<file path="src/rtl/systolic_pkg.sv">
// Shared types, default constants and helpers for the systolic frame player.
package systolic_pkg;

    typedef enum logic [1:0] {
        IDLE  = 2'd0,
        RUN   = 2'd1,
        DRAIN = 2'd2
    } player_state_t;

    localparam int SYS_W    = 16;
    localparam int SYS_N    = 8;
    localparam int SYS_RATE = 30;

    function automatic logic [31:0] sext32(input logic [SYS_W-1:0] v);
        return {{(32-SYS_W){v[SYS_W-1]}}, v};
    endfunction

endpackage

</file>
<file path="src/rtl/sample_result_fifo.sv">
// Result FIFO: push/full write side, valid/ready read side, registered storage
// so a push is visible on the read side one cycle later (no bypass).
module sample_result_fifo #(
    parameter int DEPTH = 4,
    parameter int DW    = 35
) (
    input  logic          i_clk,
    input  logic          i_rst,
    input  logic          i_push,
    input  logic [DW-1:0] i_push_data,
    output logic          o_full,
    output logic          o_pop_valid,
    input  logic          i_pop_ready,
    output logic [DW-1:0] o_pop_data
);

    localparam int PW = $clog2(DEPTH);
    localparam int CW = PW + 1;

    logic [DW-1:0] r_mem [DEPTH];
    logic [PW-1:0] r_wr;
    logic [PW-1:0] r_rd;
    logic [CW-1:0] r_count;
    logic          w_pop;
    logic          w_push;

    // A pop in the same cycle frees a slot, so a push into a full FIFO is
    // still accepted when the head is being taken.
    assign o_full      = (r_count == CW'(DEPTH));
    assign o_pop_valid = (r_count != '0);
    assign w_pop       = o_pop_valid && i_pop_ready;
    assign w_push      = i_push && (!o_full || w_pop);
    assign o_pop_data  = o_pop_valid ? r_mem[r_rd] : '0;

    always_ff @(posedge i_clk) begin
        if (!i_rst) begin
            r_wr    <= '0;
            r_rd    <= '0;
            r_count <= '0;
        end else begin
            if (w_push) r_wr <= r_wr + 1'b1;
            if (w_pop)  r_rd <= r_rd + 1'b1;
            if (w_push && !w_pop)      r_count <= r_count + 1'b1;
            else if (!w_push && w_pop) r_count <= r_count - 1'b1;
        end
    end

    always_ff @(posedge i_clk) begin
        if (w_push) r_mem[r_wr] <= i_push_data;
    end

endmodule

</file>
<file path="src/rtl/systolic_frame_player.sv">
// Plays a stored frame into the systolic array at a fixed sample rate for a
// number of passes and streams indexed, sign-extended array outputs.
module systolic_frame_player
    import systolic_pkg::*;
#(
    parameter int N      = SYS_N,
    parameter int W      = SYS_W,
    parameter int RATE   = SYS_RATE,
    parameter int PASSES = 3,
    parameter int LAT    = 2,
    parameter int DEPTH  = 4
) (
    input  logic                 clk30x,
    input  logic                 rst,
    input  logic                 ld_we,
    input  logic [$clog2(N)-1:0] ld_addr,
    input  logic [W-1:0]         ld_data,
    input  logic                 start,
    output logic [W-1:0]         xin,
    input  logic [W-1:0]         yout,
    output logic                 res_valid,
    input  logic                 res_ready,
    output logic [31:0]          res_data,
    output logic [$clog2(N)-1:0] res_idx,
    output logic                 busy,
    output logic                 done,
    output logic                 overflow,
    output player_state_t        o_state
);

    localparam int AW     = $clog2(N);
    localparam int TW     = (RATE > 1) ? $clog2(RATE) : 1;
    localparam int K_END  = PASSES * N;
    localparam int K_LAST = K_END + LAT - 1;
    localparam int KW     = $clog2(K_END + LAT + 1);
    localparam int DW     = 32 + AW;

    logic [W-1:0]  r_mem [N];
    player_state_t r_state;
    logic [TW-1:0] r_tick;
    logic [KW-1:0] r_k;
    logic [W-1:0]  r_xin;
    logic          r_done;
    logic          r_overflow;

    logic          w_edge;
    logic          w_last;
    logic          w_capture;
    logic          w_full;
    logic          w_pop;
    logic          w_drop;
    logic [AW-1:0] w_idx;
    logic [31:0]   w_ext;
    logic [DW-1:0] w_fifo_out;

    // r_k is the index of the next sample edge; edge 0 is the start edge itself.
    assign w_edge    = (r_state != IDLE) && (r_tick == TW'(RATE - 1));
    assign w_last    = (r_k == KW'(K_LAST));
    assign w_capture = w_edge && (r_k >= KW'(LAT));
    assign w_idx     = r_k[AW-1:0] - AW'(LAT);
    assign w_pop     = res_valid && res_ready;
    assign w_drop    = w_capture && w_full && !w_pop;

    if (W == SYS_W) begin : g_sext_pkg
        assign w_ext = sext32(yout);
    end else begin : g_sext_gen
        assign w_ext = {{(32-W){yout[W-1]}}, yout};
    end

    always_ff @(posedge clk30x) begin
        if (!rst) begin
            r_state    <= IDLE;
            r_tick     <= '0;
            r_k        <= '0;
            r_xin      <= '0;
            r_done     <= 1'b0;
            r_overflow <= 1'b0;
        end else begin
            r_done <= 1'b0;
            if (w_drop) r_overflow <= 1'b1;
            case (r_state)
                IDLE: begin
                    if (start) begin
                        r_state    <= RUN;
                        r_tick     <= '0;
                        r_k        <= KW'(1);
                        r_xin      <= r_mem[0];
                        r_overflow <= 1'b0;
                    end
                end
                default: begin
                    if (w_edge) begin
                        r_tick <= '0;
                        r_k    <= r_k + 1'b1;
                        if (w_last) begin
                            r_state <= IDLE;
                            r_xin   <= '0;
                            r_done  <= 1'b1;
                            r_k     <= '0;
                        end else begin
                            if (r_k == KW'(K_END)) r_state <= DRAIN;
                            r_xin <= (r_state == RUN) ? r_mem[r_k[AW-1:0]] : '0;
                        end
                    end else begin
                        r_tick <= r_tick + 1'b1;
                    end
                end
            endcase
        end
    end

    // Frame memory is deliberately not reset; it only accepts writes in IDLE.
    always_ff @(posedge clk30x) begin
        if (rst && ld_we && (r_state == IDLE)) r_mem[ld_addr] <= ld_data;
    end

    // Result stream: a beat transfers on res_valid && res_ready; res_valid is
    // registered-only and the head is held stable while res_ready is low.
    sample_result_fifo #(
        .DEPTH(DEPTH),
        .DW   (DW)
    ) u_fifo (
        .i_clk      (clk30x),
        .i_rst      (rst),
        .i_push     (w_capture),
        .i_push_data({w_idx, w_ext}),
        .o_full     (w_full),
        .o_pop_valid(res_valid),
        .i_pop_ready(res_ready),
        .o_pop_data (w_fifo_out)
    );

    assign xin      = r_xin;
    assign busy     = (r_state != IDLE);
    assign done     = r_done;
    assign overflow = r_overflow;
    assign o_state  = r_state;
    assign res_data = w_fifo_out[31:0];
    assign res_idx  = w_fifo_out[DW-1:32];

endmodule

</file>
<file path="config.mk">
export PLATFORM = sky130hd
export DESIGN_NAME = systolic_frame_player
export DESIGN_NICKNAME = d
export VERILOG_FILES = /design/src/rtl/systolic_pkg.sv /design/src/rtl/sample_result_fifo.sv /design/src/rtl/systolic_frame_player.sv
export SDC_FILE = /design/constraint.sdc
export NUM_CORES = 1
export LEC_CHECK = 0
export BUFFER_PORTS_ARGS = -buffer_cell sky130_fd_sc_hd__buf_2
export CORE_MARGIN = 4
export CORE_UTILIZATION = 35
export DETAILED_ROUTE_END_ITERATION = 10
export HOLD_SLACK_MARGIN = 0.08
export MAX_ROUTING_LAYER = met4
export SLEW_MARGIN = 25
export SYNTH_ARGS = -nofsm -noshare
export SYNTH_HDL_FRONTEND = slang
export SYNTH_SLANG_ARGS = --single-unit
</file>
<file path="constraint.sdc">
create_clock -name clk30x -period 3.15 [get_ports clk30x]
set_input_delay 0.1575 -clock clk30x [delete_from_list [all_inputs] [get_ports clk30x]]
set_output_delay 0.1575 -clock clk30x [all_outputs]
set_load 0.01 [all_outputs]
</file>
Word-level counts from Yosys, hierarchy flattened
Memory sizes are Yosys's and may differ from the RTL's. A register that Yosys moved wholly into a read port is not among the register bits. Cells that the tools add are included.

Register bits after elaboration: 37. Memory bits (writable): 268. Input port bits: 40. Output and inout port bits: 57. Word-level logic and storage cells: 82. Memories kept: 2.

Memory list: u_fifo.r_mem (words 4, bits a word 35, rd ports 1, clocked after memory_dff 1, write ports 1, RTL line sample_result_fifo.sv:20) `logic [DW-1:0] r_mem [DEPTH];`; r_mem (words 8, bits a word 16, rd ports 2, clocked after memory_dff 1, write ports 1, RTL line systolic_frame_player.sv:38) `logic [W-1:0] r_mem [N];`.

$add $sub $neg: 7. Magnitude comparators: 1. Eq/ne operators: 6. Muxes and demuxes: 32. Bitwise operators: 2. Reduce and logical (&&, ||, !) cells: 23.

Operator list (count): 16-bit 2-to-1 mux (5); 35-bit 2-to-1 mux (1); 5-bit 2-to-1 mux (7); 5-bit == test, second input constant (3); 2-bit 2-to-1 mux (7); 3-bit 2-to-1 mux (4); 5-bit by 1-bit adder with 5-bit output, second input constant (2); 1-bit logical AND (10); 1-bit 2-to-1 mux (8); 2-bit nonzero test (3); 3-bit nonzero test (2); 5-bit by 2-bit >= comparator with 1-bit output, second input constant (1); 2-bit by 1-bit adder with 2-bit output, second input constant (2); 3-bit by 1-bit adder with 3-bit output, second input constant (1); 3-bit == test, second input constant (1); 1-bit zero test (3); 3-bit AND reduction (1); 3-bit OR reduction (1); 3-bit by 1-bit subtractor with 3-bit output, second input constant (1); 3-bit by 2-bit subtractor with 3-bit output, second input constant (1); 2-bit by 1-bit == test with 1-bit output, second input constant (1); 2-bit zero test (1); 2-bit != test, second input constant (1); 1-bit NOT (2); other kinds (2) (2).

Logic depth before layout (Yosys ltp)
Word-level depth: 8. Mapped depth: 12. Depth with buffers taken out: 11.

Hierarchy
A second synthesis with hierarchy kept.

Cell total of the unflattened synthesis: 619. Area, all modules: 12140.4 sq um.

Modules (own cells, without submodules): systolic_frame_player (instances 1, cells each 347, area an instance 6269.8 sq um, seq. area each 4504.3 sq um); sample_result_fifo (instances 1, cells each 272, area an instance 5870.6 sq um, seq. area each 4384.2 sq um).

Worst setup path before layout
Ideal clock, no wire load.

Kind: flip-flop to flip-flop. Start point: register r_state[0], in the netlist o_state[0]. End point: memory r_mem[0][0] (netlist name) (enable). Setup time: 0.432 ns. Arrival time: 2.402 ns. Data required time: 2.718 ns. Path slack: 0.316 ns. Stages on the path, launching flop included: 4. Buffers on the path: 0. Period minus slack after synthesis: 2.834 ns. Cells stage by stage: dfxtp_1 nor2_4 nand2_1 nor4_1.

Longest elaborated chain between the ends: 4.

Ends and longest elaborated chain: start: declaration (RTL line systolic_frame_player.sv:39) `player_state_t r_state;`; start signal: assignment (RTL line systolic_frame_player.sv:72) `r_state <= IDLE;`; start signal: assignment (RTL line systolic_frame_player.sv:84) `r_state <= RUN;`; start signal: assignment (RTL line systolic_frame_player.sv:96) `r_state <= IDLE;`; 2-bit zero test (RTL line systolic_frame_player.sv:114) `if (rst && ld_we && (r_state == IDLE)) r_mem[ld_addr] <= ld_data;`; 1-bit logical AND (RTL line systolic_frame_player.sv:114); 1-bit 2-to-1 mux (RTL line systolic_frame_player.sv:114); 1-bit 2-to-1 mux (implied by the code) (RTL line systolic_frame_player.sv:114); end: declaration (RTL line systolic_frame_player.sv:38).

No other way between the ends.

Final worst setup path
Start point: register r_tick[0]. End point: register u_fifo.r_count[2].

Longest elaborated chain between the ends: 7. Elaborated cells on any way between the ends: 9. Classes of those cells: 1 x eq/ne; 1 x mux; 7 x reduce/logical.

Ends and longest elaborated chain: start: declaration (RTL line systolic_frame_player.sv:40) `logic [TW-1:0] r_tick;`; start signal: assignment (RTL line systolic_frame_player.sv:105) `r_tick <= r_tick + 1'b1;`; 5-bit == test * (RTL line systolic_frame_player.sv:57) `assign w_edge = (r_state != IDLE) && (r_tick == TW'(RATE - 1));`; 1-bit logical AND * (RTL line systolic_frame_player.sv:57); 1-bit logical AND * (RTL line systolic_frame_player.sv:59) `assign w_capture = w_edge && (r_k >= KW'(LAT));`; 1-bit logical AND * (RTL line sample_result_fifo.sv:32) `assign w_push = i_push && (!o_full || w_pop);`; 1-bit zero test (RTL line sample_result_fifo.sv:44) `else if (!w_push && w_pop) r_count <= r_count - 1'b1;`; 1-bit logical AND (RTL line sample_result_fifo.sv:44); 2-bit nonzero test (no line); end signal: assignment (RTL line sample_result_fifo.sv:43) `if (w_push && !w_pop) r_count <= r_count + 1'b1;`; end signal: assignment (RTL line sample_result_fifo.sv:44); end: declaration (RTL line sample_result_fifo.sv:23) `logic [CW-1:0] r_count;`.

Mark *: on every way between the ends. The rest lies on a longest branch, timed or not. A chain may end at the register's enable or synchronous reset.

==> results.md <==
Power:
- The leakage dissipation is 4.09 nW.
- VDD sags by at most 0.420 mV.
- The power density of the placed cells is 573 mW/mm^2.
- The total power of the final layout is 6.80 mW.

Final layout:
- For this run, the post-layout net count is 743.
- The share of final-layout standard cells stronger than drive strength 1 is 30.4%.
- The layout overhead on the synthesized area is 20.5%.
- The number of inserted diodes is 0.
- The library cells used most frequently in the layout, excluding fill and tap cells, are edfxtp_1 (204), buf_2 (96), mux4_2 (51).
- Across the whole layout, storage elements account for 0.00697 mm^2.
- The final core area utilization is 42.7%.
- Counting the fill cells in the layout gives ~2500.
- The multi-input combinational cells in the finished layout cover a total of 0.00260 mm^2.
- The commonest non-fill, non-tap cell in the layout is edfxtp_1.

Synth:
- Summing the areas of all compound-gate instances in the mapped netlist gives 3.09% of the synthesized area.
- The post-synthesis adder-cell area fraction is under 10%.
- The main combinational cell family by area after synthesis is multiplexers.
- The synthesized netlist devotes roughly 6.7% of its cell area to simple gates.
- In the post-synthesis netlist, the biggest area contributors are edfxtp_1 (62%), mux4_2 (12%), dfxtp_1 (8.5%), mux2i_1 (2.1%), and2_1 (1.9%).
- The biggest area consumer among synthesized cells is edfxtp_1.
- The netlist area before placement is 0.00984 mm^2.
- The number of instances in the synthesized netlist is 552.
- The average instance area after synthesis is 17.8 um^2.
- The part of the Yosys area used for sequential elements is 70.8%.
- The xor and xnor fraction of the mapped netlist area is 0.534%.
- The number of nets handed over by synthesis was 606.
- The warning count from the yosys run is 0.
- In the synthesized netlist, mux cells make up 13.8% of the area.
- After synthesis the netlist holds a flip-flop and latch count of between 200 and 250.
- The unique cell type count in the Yosys netlist is 49.
- The main flop type after synthesis is edfxtp_1.
- The number of synthesized flops with an enable pin is slightly above 200.
- Of all flip-flops after synthesis, the portion carrying an async set or reset was 0%.
- Of the post-synthesis cell area, the dominant cell type holds 62.2%.

Detailed routing:
- The detailed router placed 5316 vias in this run.
- The average wire per standard cell is between 15 and 20 um.
- For this block, the initial DRC count from the detailed router was 223.
- The final antenna-violating net count is 0.
- Dividing the detail-routed via count by the number of cells gives a little under 5.
- The iteration count of the initial detailed-routing pass is 4.
- The total detailed-routing wirelength is between 20 and 25 mm.
- The residual DRC count is 0.

STA:
- Setup repair after global routing left no endpoint under its margin.
- Based on the critical path, the design can be clocked at up to 346 MHz.
- Adding up every negative setup slack in the final design gives 0 ns.
- At the pin with the least slew margin, the transition time is 0.787 ns.
- The max-slew violation count is 0.
- Between clock sinks in the finished design, the worst skew comes to ~0.018 ns.
- The setup violation total in the final timing report is 0.
- The worst max-slew margin expressed relative to the limit is 47.5%.
- The final critical path takes up 91.8% of the cycle.
- The final-report hold violation count is 0.
- The post-route minimum period is between 2 and 3 ns.

Worst setup path:
- The highest net fanout along the worst path is 7.
- The slowest stage of the critical path belongs to the cell fa_1.
- The type of the worst setup path is reg -> reg.
- The largest incremental delay on the critical path is between 0.4 and 0.5 ns.
- The family with the most delay on the worst path is simple AND/OR/NAND/NOR gates.
- The worst setup path is captured at a flop.
- The number of buffer and inverter stages on the critical path is 1.
- The required time of the worst setup path is 3.59 ns.
- The worst setup path is launched from a flop.
- The data arrival time of the critical path is 3.33 ns.
- The most prevalent standard cell on the critical path is ha_1.
- The critical path goes through ha_1, nand4_1, nor2_1, and3b_1, ha_1, inv_1, fa_1, xor2_1, or3_1, a21boi_0.

Global route:
- The number of global-route vias before repair is 5599.
- The total global routing track utilization is a little over an eighth.
- The maximum number of pins on one net before global-route repair is 33.
- The met2 routing resource usage after global routing is roughly a quarter.
- After global routing, the most crowded layer is met2.
- The number of antenna violations at the first check in global routing came to 0.
- The total overflow left after global routing is 0.
- The global-route wire length before repair is 31.8 mm.
- In the global route stage, met1 resource usage came out at between 10% and 20%.
- In the global route stage, met3 resource usage came out at under 10%.

Floorplan:
- The number of placed I/O pins is 97.
- The core region is 0.0278 mm^2.
- The floorplan step defined a die boundary enclosing 0.0309 mm^2.
- The number of cell rows is 61.
- The effective utilization at floorplan is a little over a third.
- The die is 176 um tall.
- From left edge to right edge, the die measures 176 um.

Run status:
- The flow ran to the end, and the final reports show no timing, DRC or antenna violations.

Clock network:
- The total clock buffers created by CTS is 26.
- CTS built an H-tree with a depth of 1.
- The later pin in the worst-skew pair is clocked with a latency of 0.53 ns.
- The buffer cell driving the clock tree root is clkbuf_16.
- The CTS tree is built.
- Once the clock tree was built, the resizer swapped 0 gates to a different size.
- The longest clock path from root to sink contains 3 buffers.
- The clock transition at the registers of the reported paths is ~0.060 ns.
- The number of clock sinks is 246.

Job:
- The max-cap violation count is 0.

Placement:
- The sum of net half-perimeters after detailed placement is roughly 12 mm.
- The number of input and output port buffers inserted is 96.
- The weighted congestion reported at the end of routability-driven placement is about 0.74.

Worst hold path:
- In this run the worst hold path is classified as in -> reg.
## state kept, by name, summed over array words and instances, names as in the netlist, named ones only
| name | count |
|---|---|
| r_mem | 128 |
| u_fifo.r_mem | 76 |
| xin | 16 |
| r_k | 5 |
| r_tick | 5 |
| u_fifo.r_count | 3 |
| o_state | 2 |
| u_fifo.r_rd | 2 |
| u_fifo.r_wr | 2 |
| done | 1 |
| overflow | 1 |
## metal layers
metal	vias up	share of wire, %
li1	2434	-
met1	2688	41
met2	157	51
met3	37	5.2
met4	0	2.4
met5	-	0
## path summary, 6_finish.rpt
check             startpoint           endpoint  slack (ns)  cells after the start
setup / recovery   r_tick[0]  u_fifo.r_count[2]        0.26                     10
hold / removal           rst             xin[2]        0.13                      3
setup reg to reg   r_tick[0]  u_fifo.r_count[2]        0.26                     10
hold reg to reg      xin[10]            xin[10]        0.48                      2
## Yosys cell counts, drive strengths merged, types with 2 or more instances
| library cell | n |
|---|---|
| nor4 | 3 |
| xnor2 | 5 |
| nand4 | 2 |
| nand3 | 22 |
| inv | 9 |
| o21ai | 6 |
| nand2b | 2 |
| buf | 36 |
| clkbuf | 7 |
| o221ai | 15 |
| mux2i | 21 |
| mux4 | 51 |
| nor2b | 4 |
| a21oi | 5 |
| dfxtp | 42 |
| a21boi | 2 |
| or3 | 4 |
| nor2 | 12 |
| and2 | 30 |
| nand2 | 30 |
| nor3 | 6 |
| edfxtp | 204 |
| ha | 13 |
| nor3b | 2 |
| a31oi | 2 |
## kinds of logic after synthesis
group / count (synthesis)
flops: 246
simple gates: 123
mux: 72
buf+inv: 52
compound gates: 39
fa+ha+maj: 14
xor+xnor: 6
## stage by stage
stage	cell area (um^2)	setup slack (ns)	instances	hold slack [ns]
after global routing	11900	0.0621	1086	0.141
after floorplan	9840	0.316	552	0.256
after global placement	10700	0.426	1004	0.370
after detailed placement	10700	0.231	1004	0.382
after CTS	11900	0.228	1086	0.134
final	11900	0.257	1086	0.126
## final cells by class
type                       count  area share, %
sequential                   246           58.7
timing repair buffer         152           8.33
clock buffer                  31           5.64
inverter                       9          0.285
tap                          378           3.99
multi-input combinational    254           21.9
clock inverter                16           1.13
## power by group
part           switching [mW]  internal [mW]  leakage (nW)  total [mW]
clock                    1.19           1.67         0.391        2.86
sequential             0.0341           3.57          2.17        3.60
combinational           0.191          0.147          1.53       0.338
## repair_timing
action                    4_1_cts  5_1_grt
setup buffers                   0        0
hold endpoints to repair      194        0
hold buffers                   35        0
## worst min-delay path, delay by kind of cell
kind	cells	cell delay, ns
AND/OR/NAND/NOR	1	0.13
buffers and inverters	1	0.22
AO/OA/AOI/OAI	1	0.09
Note: power is estimated with default switching activity, not from simulation.
